File: src/rtl/phase_sequencer.sv
`default_nettype none
// ============================================================================
//  Module      : phase_sequencer
//  Description : CPU15 instruction-cycle controller. Generates the one-hot
//                fetch/decode/execute/write-back strobes and owns the program
//                counter. It applies jump and halt results from execute,
//                supports free-run and single-step, and counts retired
//                instructions with a saturating counter.
//  Revision    : 1.0 - initial release
// ============================================================================
module phase_sequencer #(
    parameter int unsigned          PC_WIDTH  = 8,
    parameter logic [PC_WIDTH-1:0]  RESET_PC  = '0,
    parameter int unsigned          CNT_WIDTH = 16
) (
    input  logic                 CLK,
    input  logic                 RESET,
    input  logic                 START,
    input  logic                 STEP_MODE,
    input  logic                 JMP_EN,
    input  logic [PC_WIDTH-1:0]  JMP_ADDR,
    input  logic                 HLT_DET,
    output logic                 CLK_FT,
    output logic                 CLK_DC,
    output logic                 CLK_EX,
    output logic                 CLK_WB,
    output logic [PC_WIDTH-1:0]  P_COUNT,
    output logic                 HALTED,
    output logic                 BUSY,
    output logic [CNT_WIDTH-1:0] INSTR_CNT
);

    // Bit positions inside the one-hot state vector. The strobes and HALTED
    // are taken straight from these bits so they come out of flops.
    localparam int unsigned B_IDLE = 0;
    localparam int unsigned B_FT   = 1;
    localparam int unsigned B_DC   = 2;
    localparam int unsigned B_EX   = 3;
    localparam int unsigned B_WB   = 4;
    localparam int unsigned B_HALT = 5;

    typedef enum logic [5:0] {
        S_IDLE = 6'b000001,
        S_FT   = 6'b000010,
        S_DC   = 6'b000100,
        S_EX   = 6'b001000,
        S_WB   = 6'b010000,
        S_HALT = 6'b100000
    } state_t;

    state_t                state_q, state_d;
    logic [PC_WIDTH-1:0]   pc_q,    pc_d;
    logic [CNT_WIDTH-1:0]  cnt_q,   cnt_d;
    logic                  jmp_q,   jmp_d;
    logic [PC_WIDTH-1:0]   addr_q,  addr_d;
    logic                  hlt_q,   hlt_d;
    logic                  busy_q,  busy_d;

    // Next-state, program-counter and counter update rules.
    always_comb begin
        state_d = state_q;
        pc_d    = pc_q;
        cnt_d   = cnt_q;
        jmp_d   = jmp_q;
        addr_d  = addr_q;
        hlt_d   = hlt_q;
        case (state_q)
            S_IDLE: begin
                if (START) begin
                    state_d = S_FT;
                end
            end
            S_FT: state_d = S_DC;
            S_DC: state_d = S_EX;
            S_EX: begin
                // Execute-stage results are captured only here and consumed
                // on the following write-back exit.
                jmp_d   = JMP_EN;
                addr_d  = JMP_ADDR;
                hlt_d   = HLT_DET;
                state_d = S_WB;
            end
            S_WB: begin
                cnt_d = (cnt_q == {CNT_WIDTH{1'b1}}) ? cnt_q : cnt_q + CNT_WIDTH'(1);
                jmp_d = 1'b0;
                hlt_d = 1'b0;
                if (hlt_q) begin
                    // PC keeps pointing at the HLT instruction; halt beats jump.
                    state_d = S_HALT;
                end else begin
                    pc_d    = jmp_q ? addr_q : pc_q + PC_WIDTH'(1);
                    state_d = STEP_MODE ? S_IDLE : S_FT;
                end
            end
            S_HALT: state_d = S_HALT;
            default: state_d = S_IDLE;  // recover from a corrupted one-hot vector
        endcase
        busy_d = (state_d == S_FT) || (state_d == S_DC) ||
                 (state_d == S_EX) || (state_d == S_WB);
    end

    // State and datapath registers with synchronous reset.
    always_ff @(posedge CLK) begin
        if (RESET) begin
            state_q <= S_IDLE;
            pc_q    <= RESET_PC;
            cnt_q   <= '0;
            jmp_q   <= 1'b0;
            addr_q  <= '0;
            hlt_q   <= 1'b0;
            busy_q  <= 1'b0;
        end else begin
            state_q <= state_d;
            pc_q    <= pc_d;
            cnt_q   <= cnt_d;
            jmp_q   <= jmp_d;
            addr_q  <= addr_d;
            hlt_q   <= hlt_d;
            busy_q  <= busy_d;
        end
    end

    assign CLK_FT    = state_q[B_FT];
    assign CLK_DC    = state_q[B_DC];
    assign CLK_EX    = state_q[B_EX];
    assign CLK_WB    = state_q[B_WB];
    assign HALTED    = state_q[B_HALT];
    assign BUSY      = busy_q;
    assign P_COUNT   = pc_q;
    assign INSTR_CNT = cnt_q;

    // The IDLE bit carries no output of its own.
    logic w_idle_unused;
    assign w_idle_unused = state_q[B_IDLE];

endmodule
`default_nettype wire

File: config.mk
export PLATFORM = sky130hd
export DESIGN_NAME = phase_sequencer
export DESIGN_NICKNAME = d
export VERILOG_FILES = /design/src/rtl/phase_sequencer.sv
export SDC_FILE = /design/constraint.sdc
export NUM_CORES = 1
export LEC_CHECK = 0
export ABC_AREA = 1
export BUFFER_PORTS_ARGS = -buffer_cell sky130_fd_sc_hd__buf_4
export CORE_UTILIZATION = 30
export CTS_BUF_LIST = sky130_fd_sc_hd__clkbuf_2 sky130_fd_sc_hd__clkbuf_4 sky130_fd_sc_hd__clkbuf_8
export CTS_CLUSTER_SIZE = 14
export DETAILED_ROUTE_END_ITERATION = 8
export SETUP_SLACK_MARGIN = 0.3
export SLEW_MARGIN = 40
export SYNTH_ARGS = -nofsm -noshare
export SYNTH_HDL_FRONTEND = slang
export SYNTH_SLANG_ARGS = --single-unit
File: constraint.sdc
create_clock -name CLK -period 3.1 [get_ports CLK]
set_input_delay 0 -clock CLK [delete_from_list [all_inputs] [get_ports CLK]]
set_output_delay 0 -clock CLK [all_outputs]
set_load 0.005 [all_outputs]
==> impl_metrics.sql <==
INSERT INTO impl_metrics (metric_group, metric, value, unit) VALUES
('outcome', 'status', 'completed', ''),
('worst_setup_path', 'cpMaxStageDelayCell', 'sky130_fd_sc_hd__inv_1', ''),
('cts', 'cts_htree_levels', '2', ''),
('placement', 'placed_cell_area', '2540', 'µm²'),
('worst_setup_path', 'critical_path_class', 'flop to flop', ''),
('worst_hold_path', 'timing.hold.worst.class', 'input port to flop', ''),
('cts', 'root_buffer', 'sky130_fd_sc_hd__clkbuf_8', ''),
('logic_synthesis', 'synth_nets', '329', ''),
('floorplanning', 'placeableCoreArea', '6870', 'µm²'),
('sta', 'timing.final.max_slew_violations', '0', ''),
('cells_and_area', 'finish.net_count', '380', ''),
('worst_setup_path', 'crit_buf_inv', '1', ''),
('logic_synthesis', 'synth_top_area_share', '38.0', '%'),
('worst_setup_path', 'crit_path_max_fanout', '11', ''),
('pwr', 'share_clk_of_total_power', '41.6', '%'),
('sta', 'layout_worst_path_cycle_share', '56.6', '%'),
('floorplanning', 'fp.dieArea', '7550', 'µm²'),
('worst_setup_path', 'worst_path_largest_cell_delay', '450', 'ps'),
('logic_synthesis', 'synth_seq_area_share', '38.0', '%'),
('worst_setup_path', 'worst_setup_path_end_kind', 'flop', ''),
('sta', 'slew_headroom', '62.0', '%'),
('cells_and_area', 'drive_gt1_share', '22.5', '%'),
('global_route', 'grt_first_pass_wirelength', '8890', 'µm'),
('global_route', 'globalRouteTotalUtil', '14.9', '%'),
('floorplanning', 'die_h', '86.9', 'µm'),
('logic_synthesis', 'post_synth_mux_area_share', '0', '%'),
('floorplanning', 'design.portCount', '44', ''),
('detailed_routing', 'postRouteWirelength', '5210', 'µm'),
('worst_setup_path', 'timing.critical_path.arrival', '1990', 'ps'),
('logic_synthesis', 'synth_cells', '313', ''),
('sta', 'final_sum_of_negative_setup_slack', '0', 'ps'),
('worst_setup_path', 'r2r-start', 'state_q[1]$_SDFF_PP0_', ''),
('global_route', 'first_global_vias', '1976', ''),
('detailed_routing', 'wl_per_cell', '11.3', 'µm'),
('flow_run', 'maxCapViolations', '0', ''),
('cts', 'clk-insertion-delay-late', '300', 'ps'),
('cts', 'cts_max_path_buffers', '2', ''),
('sta', 'worst_slew_pin_slew', '570', 'ps'),
('worst_setup_path', 'worst_ep_required_time', '3330', 'ps'),
('logic_synthesis', 'synth_area', '2160', 'µm²'),
('sta', 'setup_viol_count_final', '0', ''),
('placement', 'count_of_input_and_output_buffers', '43', ''),
('logic_synthesis', 'synth_cell_types', '31', ''),
('worst_setup_path', 'worstPathCellList', 'nor2_2 > nand4_1 > inv_1 > nand2_1 > a21oi_1', ''),
('logic_synthesis', 'synth_xor_xnor_area_share', '2.43', '%'),
('pwr', 'p_seq_share', '52.4', '%'),
('cts', 'path_clk_slew', '80', 'ps'),
('placement', 'finalWeightedCongestion', '0.856', ''),
('cells_and_area', 'fin_area', '2750', 'µm²'),
('placement', 'detailedPlacementHpwl', '3670', 'µm'),
('pwr', 'leakage', '1.08', 'nW'),
('sta', 'layout_min_cycle_time', '1750', 'ps'),
('logic_synthesis', 'netlist_top_cells_area', 'sky130_fd_sc_hd__dfxtp_1 38%, sky130_fd_sc_hd__nand2_1 14%, sky130_fd_sc_hd__nor2_1 10%', ''),
('cells_and_area', 'area_delta_synth_final', '27.3', '%'),
('pwr', 'internal_power', '796', 'µW'),
('logic_synthesis', 'synth_fa_ha_area_share', '1.16', '%'),
('sta', 'fin_skew', '11.3', 'ps'),
('logic_synthesis', 'synth_top_family_by_area', 'simple AND/OR/NAND/NOR gates', ''),
('worst_hold_path', 'worst_hold_startpoint', 'START', ''),
('worst_setup_path', 'critPathTopFamily', 'simple AND/OR/NAND/NOR gates', ''),
('pwr', 'power_density', '371', 'nW/µm²'),
('cts', 'numClockSinks', '41', ''),
('global_route', 'grt_start_max_net_pins', '24', ''),
('detailed_routing', 'detail_route.drc_violations', '0', ''),
('worst_setup_path', 'start_kind', 'flop', ''),
('logic_synthesis', 'synthesis.yosys.warnings', '0', ''),
('floorplanning', 'fp-row-count', '30', ''),
('pwr', 'p_switching', '223', 'µW'),
('detailed_routing', 'post_drt_via_cell_ratio', '4.63', ''),
('logic_synthesis', 'syn-mean-instance-area', '6.90', 'µm²'),
('floorplanning', 'floorplan.die.width', '86.9', 'µm');
[per-layer routing]
layer  wire [µm]  track usage, %  up-vias
li1            -               -     1108
met4          45            4.39        0
met1        2570            18.7      968
met5           0               0        -
met3         220            3.32        6
met2        2380            25.3       50
[worst reg2reg max path: cells and delay by family (launching register included)]
family	cells	cell delay, ps
compound gates	1	150
buf+inv	1	450
flops	1	350
simple gates	3	750
[logic make-up (layout without fill, tap and decap cells)]
group,Yosys count,after routing
DFF,41,41
buffers and inverters,33,84
and+or+nand+nor,183,183
xor gates and xnor gates,6,6
AOI/OAI and AO/OA,48,48
adders and majority gates,2,2
[metrics by stage]
| step | hold WS, ps | std cells | util [%] | setup slack (ps) | power (mW) |
|---|---|---|---|---|---|
| 2_1_floorplan | 69.1 | 313 | - | 1570 | 0.572 |
| 3_3_place_gp | 249 | 442 | 36.9 | 1350 | 0.597 |
| 3_5_place_dp | 251 | 442 | 36.9 | 1340 | 0.596 |
| 4_1_cts | 14.9 | 460 | 40.0 | 1320 | 1.04 |
| 5_1_grt | 53.4 | 460 | 40.0 | 1180 | 1.06 |
| 6_report | 29.7 | 460 | 40.0 | 1350 | 1.02 |
[path summary, 6_finish.rpt]
| check | to | slack (ps) | cells after the start |
|---|---|---|---|
| min | state_q[1]$_SDFF_PP0_ | 30 | 3 |
| min reg2reg | P_COUNT[2]$_SDFFE_PP0P_ | 480 | 2 |
| max reg2reg | jmp_q$_SDFFE_PP0P_ | 1350 | 5 |
| max | jmp_q$_SDFFE_PP0P_ | 1350 | 5 |
[power groups by stage]
stage                     clock, mW  sequential [mW]  combinational (mW)
after floorplan                   0            0.546              0.0264
after global placement            0            0.546              0.0508
after detailed placement          0            0.546              0.0500
after CTS                     0.440            0.534              0.0617
after global routing          0.462            0.534              0.0682
final                         0.424            0.534              0.0618
[registers in the layout, summed over array words and instances, names as in the netlist]
register   count
BUSY           1
jmp_q          1
INSTR_CNT     16
state_q        6
hlt_q          1
addr_q         8
P_COUNT        8
[synthesized netlist by cell type]
cell type	n
sky130_fd_sc_hd__a31oi_1	2
sky130_fd_sc_hd__nor2_2	2
sky130_fd_sc_hd__a21oi_2	9
sky130_fd_sc_hd__dfxtp_1	41
sky130_fd_sc_hd__a21oi_1	15
sky130_fd_sc_hd__buf_6	1
sky130_fd_sc_hd__o22ai_1	1
sky130_fd_sc_hd__o21a_1	3
sky130_fd_sc_hd__nor2_1	58
sky130_fd_sc_hd__nand4_1	10
sky130_fd_sc_hd__nand2_2	11
sky130_fd_sc_hd__buf_4	1
sky130_fd_sc_hd__nand2_1	79
sky130_fd_sc_hd__xor2_1	5
sky130_fd_sc_hd__nor2_4	4
sky130_fd_sc_hd__inv_2	1
sky130_fd_sc_hd__or2_2	2
sky130_fd_sc_hd__inv_4	1
sky130_fd_sc_hd__nand3_1	15
sky130_fd_sc_hd__a31o_2	1
sky130_fd_sc_hd__o21ai_0	16
sky130_fd_sc_hd__ha_1	2
sky130_fd_sc_hd__inv_1	21
sky130_fd_sc_hd__clkbuf_1	3
sky130_fd_sc_hd__buf_1	2
sky130_fd_sc_hd__o211ai_1	1
sky130_fd_sc_hd__and2_1	1
sky130_fd_sc_hd__buf_12	1
sky130_fd_sc_hd__xnor2_1	1
sky130_fd_sc_hd__buf_2	2
sky130_fd_sc_hd__nand3_4	1
[timing repair]
action / 4_1_cts / 5_1_grt
setup endpoints to repair: 0 / 0
endpoints found under the hold margin: 11 / 0
hold buffers: 11 / 0
gates resized for setup: 0 / 0
setup buffers: 0 / 0
[cell usage in the layout, fill, tap and decap left out]
cell                             n
sky130_fd_sc_hd__a31o_2          1
sky130_fd_sc_hd__nand2_2        11
sky130_fd_sc_hd__nand3_4         1
sky130_fd_sc_hd__a21oi_2         9
sky130_fd_sc_hd__bufinv_16       1
sky130_fd_sc_hd__clkinv_2        1
sky130_fd_sc_hd__dlygate4sd3_1  11
sky130_fd_sc_hd__nor2_2          2
sky130_fd_sc_hd__nand4_1        10
sky130_fd_sc_hd__or2_2           2
sky130_fd_sc_hd__inv_2           1
sky130_fd_sc_hd__nor2_4          4
sky130_fd_sc_hd__dfxtp_1        41
sky130_fd_sc_hd__nand2_1        79
sky130_fd_sc_hd__buf_4          43
sky130_fd_sc_hd__o22ai_1         1
sky130_fd_sc_hd__o21ai_0        16
sky130_fd_sc_hd__nand3_1        15
sky130_fd_sc_hd__o21a_1          3
sky130_fd_sc_hd__a21oi_1        15
sky130_fd_sc_hd__and2_1          1
sky130_fd_sc_hd__inv_1          21
sky130_fd_sc_hd__clkbuf_8        5
sky130_fd_sc_hd__xor2_1          5
sky130_fd_sc_hd__xnor2_1         1
sky130_fd_sc_hd__nor2_1         58
sky130_fd_sc_hd__a31oi_1         2
sky130_fd_sc_hd__o211ai_1        1
sky130_fd_sc_hd__ha_1            2
sky130_fd_sc_hd__inv_4           1
[layout make-up]
cell class                 instances  area (µm²)  share of cell area, %
clock inverter                     2        35.0                   1.27
tap                               96         120                   4.37
clock buffer                       5        68.8                   2.50
sequential                        41         821                   29.8
multi-input combinational        239        1180                   43.0
timing repair buffer              54         433                   15.7
inverter                          23        88.8                   3.23
Note: power is estimated with default switching activity, not from simulation.
